<file path="src/rtl/min_max_tracker.sv">
// Frame-based min/max tracker: accumulates FRAME_LEN samples, then holds min/max/count until taken.
// Define MINMAX_SIGNED_EN to compare samples as two's complement instead of unsigned.
module min_max_tracker #(
  parameter int FRAME_LEN = 8
) (
  input  logic       clk,
  input  logic       rst,
  input  logic       clear,
  input  logic       in_valid,
  input  logic [7:0] in_data,
  output logic       in_ready,
  output logic       out_valid,
  input  logic       out_ready,
  output logic [7:0] out_min,
  output logic [7:0] out_max,
  output logic [7:0] count
);

  typedef enum logic [1:0] {IDLE, ACCUM, HOLD} state_t;

  localparam logic [7:0] LAST = 8'(FRAME_LEN - 1);

  state_t     state_q, state_d;
  logic [7:0] min_q, max_q, cnt_q;
  logic       in_xfer, out_xfer;

  function automatic logic lt(input logic [7:0] a, input logic [7:0] b);
`ifdef MINMAX_SIGNED_EN
    return $signed(a) < $signed(b);
`else
    return a < b;
`endif
  endfunction

  assign in_xfer  = in_valid & in_ready;
  assign out_xfer = out_valid & out_ready;

  always_ff @(posedge clk) begin
    if (rst) state_q <= IDLE;
    else     state_q <= state_d;
  end

  always_comb begin
    state_d = state_q;
    if (clear) state_d = IDLE;
    else begin
      case (state_q)
        IDLE:    if (in_xfer) state_d = ACCUM;
        ACCUM:   if (in_xfer && cnt_q == LAST) state_d = HOLD;
        HOLD:    if (out_xfer) state_d = IDLE;
        default: state_d = IDLE;
      endcase
    end
  end

  always_comb begin
    in_ready  = (state_q != HOLD);
    out_valid = (state_q == HOLD);
  end

  // Strict compares so equal samples never rewrite min/max.
  always_ff @(posedge clk) begin
    if (rst) begin
      min_q <= 8'h00;
      max_q <= 8'h00;
      cnt_q <= 8'h00;
    end else if (clear) begin
      cnt_q <= 8'h00;
    end else begin
      case (state_q)
        IDLE: if (in_xfer) begin
          min_q <= in_data;
          max_q <= in_data;
          cnt_q <= 8'd1;
        end
        ACCUM: if (in_xfer) begin
          if (lt(in_data, min_q)) min_q <= in_data;
          if (lt(max_q, in_data)) max_q <= in_data;
          cnt_q <= cnt_q + 8'd1;
        end
        HOLD: if (out_xfer) cnt_q <= 8'h00;
        default: ;
      endcase
    end
  end

  assign out_min = min_q;
  assign out_max = max_q;
  assign count   = cnt_q;

endmodule

</file>
<file path="config.mk">
export PLATFORM = sky130hd
export DESIGN_NAME = min_max_tracker
export DESIGN_NICKNAME = d
export VERILOG_FILES = /design/src/rtl/min_max_tracker.sv
export SDC_FILE = /design/constraint.sdc
export NUM_CORES = 1
export LEC_CHECK = 0
export BUFFER_PORTS_ARGS = -buffer_cell sky130_fd_sc_hd__buf_4
export CORE_ASPECT_RATIO = 1.2
export CORE_MARGIN = 3
export CORE_UTILIZATION = 40
export CTS_CLUSTER_DIAMETER = 120
export CTS_CLUSTER_SIZE = 40
export DETAILED_ROUTE_END_ITERATION = 12
export PLACE_DENSITY = 0.71
export SLEW_MARGIN = 20
export SYNTH_ARGS = -nofsm -noshare
export SYNTH_HDL_FRONTEND = slang
export SYNTH_SLANG_ARGS = --single-unit
</file>
<file path="constraint.sdc">
create_clock -name clk -period 5.1 [get_ports clk]
set_input_delay 1.275 -clock clk [delete_from_list [all_inputs] [get_ports clk]]
set_output_delay 1.275 -clock clk [all_outputs]
set_load 0.02 [all_outputs]
</file>
== After elaboration in Yosys (flattened, before gate mapping) ==
Cells that the tools add are included.

* Bits of input ports: 13
* Register bits after elaboration: 26
* Logic and storage cells: 44
* Output and inout port bits: 26

* $add $sub $neg: 1
* Bitwise operators: 3
* Reduce and logical (&&, ||, !) cells: 9
* Mux-type cells: 15
* $lt $le $gt $ge: 2
* Equality and inequality tests: 10

{| class="wikitable"
|+ Operators by type and width
! operator !! number
|-
| $mux 8 || 8
|-
| $pmux 8 s2 || 2
|-
| $pmux 8 s3 || 1
|-
| $lt 8x8->1 || 2
|-
| $ne 2x2->1 const B || 6
|-
| $reduce_and 5->1 || 2
|-
| $add 8x1->8 const B || 1
|-
| $eq 8x3->1 const B || 1
|-
| $mux 2 || 3
|-
| $pmux 2 s3 || 1
|-
| $reduce_and 4->1 || 1
|-
| $reduce_and 3->1 || 1
|-
| $reduce_bool 3->1 || 1
|-
| $and 1x1->1 || 2
|-
| $eq 2x1->1 const B || 1
|-
| $eq 2x2->1 const B || 1
|-
| $logic_not 2->1 || 1
|-
| $ne 2x1->1 const B || 1
|-
| $reduce_bool 2->1 || 1
|-
| $reduce_or 2->1 || 1
|-
| $logic_and 1x1->1 || 1
|-
| $not 1->1 || 1
|}

== Depth between registers and ports, before layout ==
* Depth in word-level cells: 5
* Mapped depth: 8
* Depth with buffers taken out: 7

== Worst setup path after synthesis ==
Ideal clock, no wire load.

* Path kind: input to register
* Start: input port in_data[7]
* End: register max_q[0] (netlist: out_max[0])
* Buffers on the path: 0
* Arrival: 2779 ps
* Required time: 4972 ps
* Stages on the path: 7
* Library setup time: 128 ps
* Slack: 2193 ps
* Cells stage by stage: inv_1 -> ha_1 -> and4_4 -> a211o_1 -> a211oi_4 -> mux2i_1 -> nor2_1

* Word-level cells in the longest chain between the ends: 3

{| class="wikitable"
|+ RTL lines
! what !! line !! text
|-
| from (decl) || 10 || <nowiki>input logic [7:0] in_data,</nowiki>
|-
| $lt 8x8->1 || 31 || <nowiki>return a < b;</nowiki>
|-
| $ne 2x2->1 (no line) || - ||
|-
| $reduce_and 5->1 (no line) || - ||
|-
| to (signal assigned) || 73 || <nowiki>max_q <= in_data;</nowiki>
|-
| to (decl) || 24 || <nowiki>logic [7:0] min_q, max_q, cnt_q;</nowiki>
|}

No other way between the ends.
A chain may end at the register's enable or synchronous reset.

== Final worst setup path ==
* Start: input port in_data[7]
* End: register max_q[1] (netlist: out_max[1])

Same word-level chain as after synthesis.

==> metrics.cfg <==
[outcome]
status = finished, final reports clean

[clocking]
clkLatencyLatePin_ps = 270
cts.clk_slew.worst_paths_ps = 90
htreeDepth = 1
cts_buffers = 3
post_cts_buffers = 0
numClockSinks = 26
holdBufCountCts = 0
root_buffer = clkbuf_8
postCtsResizedCells = 0
cts_buffer_depth = 2
tritoncts = built

[layout]
fillers = 382
drive_gt1_share_pct = 21.4
areaGrowthSynthToFinish_pct = 23.2
nets = 253
antenna_cells = 0

[pwr]
p_per_area_nw_per_um2 = 227
power.total_uw = 451
power_leakage_uw = 0.000888
vdd_ir_drop_max_v = 0.000125

[global_routing]
grt_pass1_vias = 1292
grt_overflow = 0
grt_use_total_pct = 14.8
antenna_found_initial = 0
grt_max_degree = 29
grt_pass1_wl_um = 5780

[place]
io_buffers = 38
gp_congestion = 0.799
hpwlAfterDp_um = 2640
preCtsSetupSlack_ps = 1940

[critical_path]
required_ps = 5260
crit_type = input pin to flop
startpoint_type = input pin
crit_path_max_fanout = 8
critPathCaptureType = flop
arrival_ps = 3020

[detailed_routing]
via_count = 1368
met1_length_um = 1530
met3_wirelength_um = 150
wl_per_cell_um = 12.5
drt_iter0_markers = 60
wl_um = 3410
drc = 0
via_per_inst = 5.03
drt_pass1_iterations = 4
met2_length_um = 1690
ant_nets = 0
highest_layer = met4

[timing]
whs_ps = 498
fin_crit_ps = 2860
finalSetupTns_ps = 0
rsz0062_at_grt = no
hold_violations = 0
drv_slew = 0
fmax_ghz = 0.350
worstMarginPinSlew_ps = 667
max-slew-margin-rel_pct = 55.4
skew_ps = 6.65
setup_violations = 0
worst_slack_ps = 2240
period_share_pct = 56.0

[logic_synthesis]
synth_edf_count = 0
syn_nets = 216
synth-async-reset-ratio_pct = 0
synth_cell_types = 30
synth_top_area_cell = dfxtp_1
yosys_warnings = 0
yosysTopAreaCellShare_pct = 32.2
synth_seq_cells = 26
synth.avg_cell_area_um2 = 8.78
synth-seq-area-share_pct = 32.2
syn_area_um2 = 1620
synthCells = 184
synth_area_leaders = dfxtp_1 (32%), ha_1 (15%), mux2i_1 (12%)
synth_flop_cell = dfxtp_1

[floorplan]
coreArea_um2 = 3750
die_w_um = 64.0
io_pins = 39
initial_core_util_pct = 43.0
std_cell_rows = 24
die_area_um2 = 4840
die_h_um = 75.6

[min_path]
hp-class = flop to flop

[job]
cap_violations = 0

-- layout by cell type (no fill, tap or decap) --
cell      instances
a211o_1           3
a211oi_1          1
a211oi_4          1
a21oi_1           5
a21oi_2           1
a31oi_2           1
a41oi_1           1
and2_1            1
and2b_2           1
and4_4            1
buf_4            38
clkbuf_8          4
dfxtp_1          26
ha_1             19
inv_1            19
mux2i_1          19
nand2_1           7
nand2b_1         19
nand3_1           3
nand4_1           4
nor2_1           19
nor2b_1           2
nor3_1            5
nor3b_1           2
nor4_1            5
o211a_1           1
o21ai_0           6
o22ai_1           1
xnor2_1           5
-- worst paths after layout --
| path | startpoint | endpoint | slack (ps) | cells past startpoint |
|---|---|---|---|---|
| setup / recovery | in_data[7] | out_max[1] | 2240 | 8 |
| setup reg to reg | state_q[0] | out_max[1] | 2950 | 7 |
| hold / removal | out_min[3] | out_min[3] | 500 | 2 |
| hold reg to reg | out_min[3] | out_min[3] | 500 | 2 |
-- metrics by stage --
step	cell area [µm²]	cells	util [%]
floorplan	1620	184	-
global placement	1940	268	51.6
detailed placement	1940	268	51.6
CTS	1990	272	53.0
global route	1990	272	53.0
finish	1990	272	53.0
-- registers in the layout (all words and copies together), names as in the netlist --
register,count
count,8
out_max,8
out_min,8
state_q,2
-- layer usage --
metal | up-vias | global-route usage [%]
li1 | 699 | -
met1 | 628 | 17.9
met2 | 37 | 27.4
met3 | 4 | 2.06
met4 | 0 | 4.32
met5 | - | 0
-- Yosys cell counts (4+ instances only) --
cell type,n
a21oi_1,5
clkbuf_1,4
dfxtp_1,26
ha_1,19
inv_1,19
mux2i_1,19
nand2_1,7
nand2b_1,19
nand4_1,4
nor2_1,19
nor3_1,5
nor4_1,5
o21ai_0,6
xnor2_1,5
-- power by group --
part / internal [µW] / switching [µW] / total (µW)
combinational: 45.3 / 53.3 / 98.6
sequential: 212 / 7.73 / 220
clock: 68.9 / 63.9 / 133
total: 326 / 125 / 451
-- critical path, cell delays in order --
cell	delay (ps)
buf_4	100
inv_1	40
ha_1	310
and4_4	200
a211o_1	310
a211oi_4	470
mux2i_1	250
nor2_1	50
-- final cells by class --
type | count | area, µm² | share of cell area (%)
multi-input cells | 133 | 993 | 49.9
flip-flops and latches | 26 | 520 | 26.1
repair buffers | 38 | 285 | 14.3
inverters | 19 | 71.3 | 3.58
well taps | 52 | 65.1 | 3.27
clock buffers | 4 | 55.1 | 2.77
-- kinds of logic (layout without fill, tap and decap cells) --
group	Yosys count	count (layout)	synth area share, %
simple gates	69	69	22.7
flops	26	26	32.2
buf+inv	25	61	6.27
compound gates	21	21	9.61
fa+ha+maj	19	19	14.7
mux	19	19	11.8
xor+xnor	5	5	2.71
No activity file was read; power rests on OpenSTA's default activity.
